**config.mk**
```make
export PLATFORM = sky130hd
export DESIGN_NAME = echo_responder
export DESIGN_NICKNAME = d
export VERILOG_FILES = /design/src/rtl/pulse_meter_pkg.sv /design/src/rtl/pulse_qualifier.sv /design/src/rtl/echo_responder.sv
export SDC_FILE = /design/constraint.sdc
export NUM_CORES = 1
export LEC_CHECK = 0
export ABC_AREA = 1
export CAP_MARGIN = 10
export CORE_ASPECT_RATIO = 0.9
export CORE_MARGIN = 8
export CORE_UTILIZATION = 55
export CTS_BUF_LIST = sky130_fd_sc_hd__clkbuf_2
export DETAILED_ROUTE_END_ITERATION = 10
export GPL_TIMING_DRIVEN = 0
export PLACE_DENSITY = 0.8
export SYNTH_ARGS = -nofsm -noshare
export SYNTH_HDL_FRONTEND = slang
export SYNTH_SLANG_ARGS = --single-unit
```
**constraint.sdc**
```tcl
create_clock -name clk -period 3.94 [get_ports clk]
set_input_delay 0.591 -clock clk [delete_from_list [all_inputs] [get_ports clk]]
set_output_delay 0.591 -clock clk [all_outputs]
set_load 0.005 [all_outputs]
```
**src/rtl/pulse_meter_pkg.sv**
```systemverilog
// rtl/pulse_meter_pkg.sv - shared state encoding and turnaround timing for the pulse meter
package pulse_meter_pkg;

    typedef enum logic [1:0] {
        IDLE,
        DELAY,
        FIRE,
        HOLDOFF
    } state_t;

    localparam int DEF_MIN_WIDTH      = 4;
    localparam int DEF_DELAY_CYCLES   = 100;
    localparam int DEF_PULSE_CYCLES   = 10;
    localparam int DEF_HOLDOFF_CYCLES = 50;
    localparam int DEF_CNT_W          = 16;

    // The shared down-counter only ever holds (largest interval - 1).
    function automatic int timer_width(input int a, input int b, input int c);
        int m;
        m = a;
        if (b > m) m = b;
        if (c > m) m = c;
        return (m < 2) ? 1 : $clog2(m);
    endfunction

endpackage

```
**src/rtl/pulse_qualifier.sv**
```systemverilog
// rtl/pulse_qualifier.sv - synchronizer, run-length glitch filter and one-shot detect strobe
module pulse_qualifier #(
    parameter int MIN_WIDTH = 4
) (
    input  logic clk,
    input  logic rst,
    input  logic rx_pulse,
    output logic det
);

    localparam int RW = $clog2(MIN_WIDTH + 1);
    localparam logic [RW-1:0] RUN_MAX  = RW'(MIN_WIDTH);
    localparam logic [RW-1:0] RUN_LAST = RW'(MIN_WIDTH - 1);

    logic          s1;
    logic          s2;
    logic [RW-1:0] run;

    always_ff @(posedge clk) begin
        if (rst) begin
            s1  <= 1'b0;
            s2  <= 1'b0;
            run <= '0;
            det <= 1'b0;
        end else begin
            s1 <= rx_pulse;
            s2 <= s1;
            if (!s2) begin
                run <= '0;
            end else if (run != RUN_MAX) begin
                run <= run + RW'(1);
            end
            // Fires only on the step into MIN_WIDTH; saturation keeps a held input from re-firing.
            det <= s2 && (run == RUN_LAST);
        end
    end

endmodule

```
**src/rtl/echo_responder.sv**
```systemverilog
// rtl/echo_responder.sv - far-end transponder: qualified pulse in, fixed-turnaround reply out
module echo_responder
    import pulse_meter_pkg::*;
#(
    parameter int MIN_WIDTH      = DEF_MIN_WIDTH,
    parameter int DELAY_CYCLES   = DEF_DELAY_CYCLES,
    parameter int PULSE_CYCLES   = DEF_PULSE_CYCLES,
    parameter int HOLDOFF_CYCLES = DEF_HOLDOFF_CYCLES,
    parameter int CNT_W          = DEF_CNT_W
) (
    input  logic             clk,
    input  logic             rst,
    input  logic             rx_pulse,
    input  logic             enable,
    output logic             reply_pulse,
    output logic             busy,
    output logic [CNT_W-1:0] rx_count,
    output logic [CNT_W-1:0] missed_count
);

    localparam int TW = timer_width(DELAY_CYCLES, PULSE_CYCLES, HOLDOFF_CYCLES);
    // The cycle spent registering det already counts toward the turnaround.
    localparam logic [TW-1:0] DELAY_LOAD   = TW'((DELAY_CYCLES > 1) ? DELAY_CYCLES - 2 : 0);
    localparam logic [TW-1:0] PULSE_LOAD   = TW'(PULSE_CYCLES - 1);
    localparam logic [TW-1:0] HOLDOFF_LOAD = TW'((HOLDOFF_CYCLES > 0) ? HOLDOFF_CYCLES - 1 : 0);

    logic          det;
    state_t        state_q;
    state_t        state_d;
    logic [TW-1:0] timer_q;
    logic [TW-1:0] timer_d;
    logic          reply_d;
    logic          accept;

    pulse_qualifier #(
        .MIN_WIDTH(MIN_WIDTH)
    ) u_qualifier (
        .clk     (clk),
        .rst     (rst),
        .rx_pulse(rx_pulse),
        .det     (det)
    );

    always_ff @(posedge clk) begin
        if (rst) begin
            state_q      <= IDLE;
            timer_q      <= '0;
            reply_pulse  <= 1'b0;
            rx_count     <= '0;
            missed_count <= '0;
        end else begin
            state_q     <= state_d;
            timer_q     <= timer_d;
            reply_pulse <= reply_d;
            if (accept) begin
                rx_count <= rx_count + CNT_W'(1);
            end
            if (det && (state_q != IDLE) && (missed_count != '1)) begin
                missed_count <= missed_count + CNT_W'(1);
            end
        end
    end

    always_comb begin
        state_d = state_q;
        timer_d = timer_q;
        reply_d = reply_pulse;
        accept  = 1'b0;
        unique case (state_q)
            IDLE: begin
                if (det && enable) begin
                    accept = 1'b1;
                    if (DELAY_CYCLES == 1) begin
                        state_d = FIRE;
                        timer_d = PULSE_LOAD;
                        reply_d = 1'b1;
                    end else begin
                        state_d = DELAY;
                        timer_d = DELAY_LOAD;
                    end
                end
            end
            DELAY: begin
                if (timer_q == '0) begin
                    state_d = FIRE;
                    timer_d = PULSE_LOAD;
                    reply_d = 1'b1;
                end else begin
                    timer_d = timer_q - TW'(1);
                end
            end
            FIRE: begin
                if (timer_q == '0) begin
                    reply_d = 1'b0;
                    if (HOLDOFF_CYCLES == 0) begin
                        state_d = IDLE;
                    end else begin
                        state_d = HOLDOFF;
                        timer_d = HOLDOFF_LOAD;
                    end
                end else begin
                    timer_d = timer_q - TW'(1);
                end
            end
            HOLDOFF: begin
                if (timer_q == '0) begin
                    state_d = IDLE;
                end else begin
                    timer_d = timer_q - TW'(1);
                end
            end
            default: state_d = IDLE;
        endcase
    end

    assign busy = (state_q != IDLE);

endmodule

```
==> summary.txt, run 1 <==
area grow syn2layout: 20.02%
Critical Path AT: 1850 ps
Final setup viols: 0
Syn Inst Count: 411
die area: 7369 um^2
max-slew violations: 0
Post-CTS Hold Buffers: 0
vias after detailed routing: 2633
Crit Path Class: reg2out
drt total wl: 6.041 mm
top-area cell type share of the netlist area: 35.84%
setup ws final: 1500 ps
first-pass GRT wire length: 10.37 mm
switch share: 33.16%
CTS H-Tree Depth: 2
initial antenna violation count: 0
cell-internal power: 806.6 uW
clk slew on worst S/H paths: 220 ps
Starting DRT DRC Count: 167
Finished Layout Cells: 520
Max Cap Violations: 0
layout cells sized above 1: 5.714%
Setup Slack @ Placement: 1820 ps
cell total after placement: 513
fmax: 409.8 MHz
crit-path max cell delay: 500 ps
Synth Register Bits: 48
Layout Nets: 470
Final Skew: 13.20 ps
number of global-route vias before repair: 2371
Initial Util: 56.16%
final hold slack: 420.1 ps
Post-CTS Setup Repair Bufs: 0
Rows: 24
post-DR wirelength/cell: 11.62 um
drt via density: 5.063
largest net degree at the start of global routing: 15
DP HPWL: 4.597 mm
Switch Pwr: 400.2 uW
minimum clock period: 2440 ps
GRT overflow: 0
synth warn: 0
worst hold path type: reg2reg
Synth Net Count: 426
Tcrit/Tclk final: 61.94%
normalized max-slew margin: 66.74%
final setup TNS: 0 ps
clk sinks: 48
die width: 89.60 um
CTS tree: done
gr usage total: 17.62%
CTS max path bufs: 2
part of the power in combinational logic: 28.4%
Max VDD drop: 0.0002164 V
RSZ-0062 raised after global routing: false
worst-path maximum fanout: 6
DR DRC count: 0
Hold Vio Cnt, Final: 0
Worst-Margin Slew: 498.9 ps
pwr dens: 375.0 nW/um^2
syn avg cell area: 6.524 um^2
Worst Setup Start Kind: flop
TritonRoute pass-1 iters: 4
Post-CTS Resized: 0
clock tree root driver cell: clkbuf_2
Die Y: 82.24 um
Area contributors post-synth: dfxtp_1, nand2_1, nor2_1
critical path's top delay family: buffers and inverters
crit path cell chain: inv_1, ha_1, inv_1, clkdlybuf4s50_1
Leakage: 1.264 nW
Inserted Clock Buffers: 5
status: complete, no violations
Crit-path slowest cell: clkdlybuf4s50_1
core area: 4775 um^2
Crit path required time: 3350 ps
overall power: 1.207 mW
Worst Setup End Kind: output port
Synth area leader: dfxtp_1
synthesized area: 2681 um^2
CP bufs+invs: 3
Yosys cell types: 25
I/O pins: 38
port bufs: 37
Reg power frac: 44.5%
Worst-Skew Late Latency: 420 ps
Most Frequent Cell on Critical Path: inv_1
antenna diode count: 0
Clk pwr share: 27.1%
antenna-violating nets left: 0
Routability Congestion: 0.8459
post-synthesis sequential area ratio: 35.84%
## worst paths after layout
| check | from | to | slack, ps | cells past startpoint |
|---|---|---|---|---|
| max reg2reg | state_q[0]$_SDFFE_PP0P_ | missed_count[6]$_SDFFE_PP0P_ | 2140 | 8 |
| max | state_q[0]$_SDFFE_PP0P_ | busy | 1500 | 4 |
| min | u_qualifier.s1$_SDFF_PP0_ | u_qualifier.s2$_SDFF_PP0_ | 420 | 2 |
| min reg2reg | u_qualifier.s1$_SDFF_PP0_ | u_qualifier.s2$_SDFF_PP0_ | 420 | 2 |
## layout by cell type (no fill, tap or decap), drive strengths merged
master,count
dfxtp,48
xor2,4
ha,11
nand4,11
o21ai,14
clkbuf,8
bufinv,2
a211oi,1
xnor2,2
nand3b,1
clkdlybuf4s50,37
buf,3
nand3,26
a21oi,37
nor3,4
nor2,63
nand2,133
inv,50
## cells in the mapped netlist (all sizes together)
cell	number
a211oi	1
a21oi	37
buf	3
clkbuf	3
dfxtp	48
ha	11
inv	50
nand2	133
nand3	26
nand3b	1
nand4	11
nor2	63
nor3	4
o21ai	14
xnor2	2
xor2	4
## state kept, by name, summed over array words and instances, names as in the netlist
| register | flops |
|---|---|
| missed_count | 16 |
| rx_count | 16 |
| timer_q | 7 |
| u_qualifier.run | 3 |
| state_q | 2 |
| reply_pulse | 1 |
| u_qualifier.det | 1 |
| u_qualifier.s1 | 1 |
| u_qualifier.s2 | 1 |
## routing by layer
metal  GRT usage, %  routed length, um  vias to the layer above
met2          28.12               2721                       60
met3          4.352                388                        5
li1               -                  -                     1389
met1          23.01               2881                     1179
met4          4.975                 50                        0
met5              0                  0                        -
## worst register-to-register path, stage by stage, from the launching register on
cell and delay, ps:
dfxtp_1 440, inv_1 100, ha_1 300, nor2_1 230
inv_1 100, nor2_4 240, buf_6 180, nand2_1 50
a21oi_1 130
## layout make-up
type,instances,area [um^2]
fill,440,1556
timing repair buffer,37,370.4
sequential,48,960.9
clock buffer,5,25.02
multi-input combinational,307,1494
clock inverter,2,60.06
inverter,50,187.7
buffer,6,38.79
tap,65,81.33
## cells by family (layout without fill, tap and decap cells)
kind of cell,count (synthesis),in the layout,share of synthesized area [%]
simple gates,238,238,38.40
buf+inv,56,100,8.446
compound gates,52,52,10.22
flops,48,48,35.84
fa+ha+maj,11,11,5.133
xor+xnor,6,6,1.960
## through the flow
| step | util, % | area (um^2) |
|---|---|---|
| floorplan | - | 2681 |
| global placement | 65.62 | 3133 |
| detailed placement | 65.62 | 3133 |
| CTS | 67.40 | 3218 |
| global route | 67.40 | 3218 |
| finish | 67.40 | 3218 |
## power by group through the flow
| stage | logic [mW] | clock network, mW | registers, mW |
|---|---|---|---|
| 3_3_place_gp | 0.330 | 0 | 0.544 |
| 6_report | 0.342 | 0.327 | 0.537 |
| 4_1_cts | 0.341 | 0.334 | 0.537 |
| 3_5_place_dp | 0.340 | 0 | 0.546 |
| 5_1_grt | 0.392 | 0.351 | 0.542 |
| 2_1_floorplan | 0.263 | 0 | 0.541 |
Note: power is estimated with default switching activity, not from simulation.
==> inputs of run 2 (changes only) <==
- clock period: 3.94 -> 2.42 ns (I/O delays scaled with it)
==> results of run 2 <==
Same layout as run 1 (identical final DEF). Status: complete, no violations.
Main changes from that run: setup slack after placement 1820 ps -> 527.7 ps; setup slack after layout 1500 ps -> 207.7 ps; register-to-register setup slack 2140 ps -> 620 ps; total power 1.207 mW -> 1.965 mW; worst IR drop on VDD 0.0002164 V -> 0.0003523 V
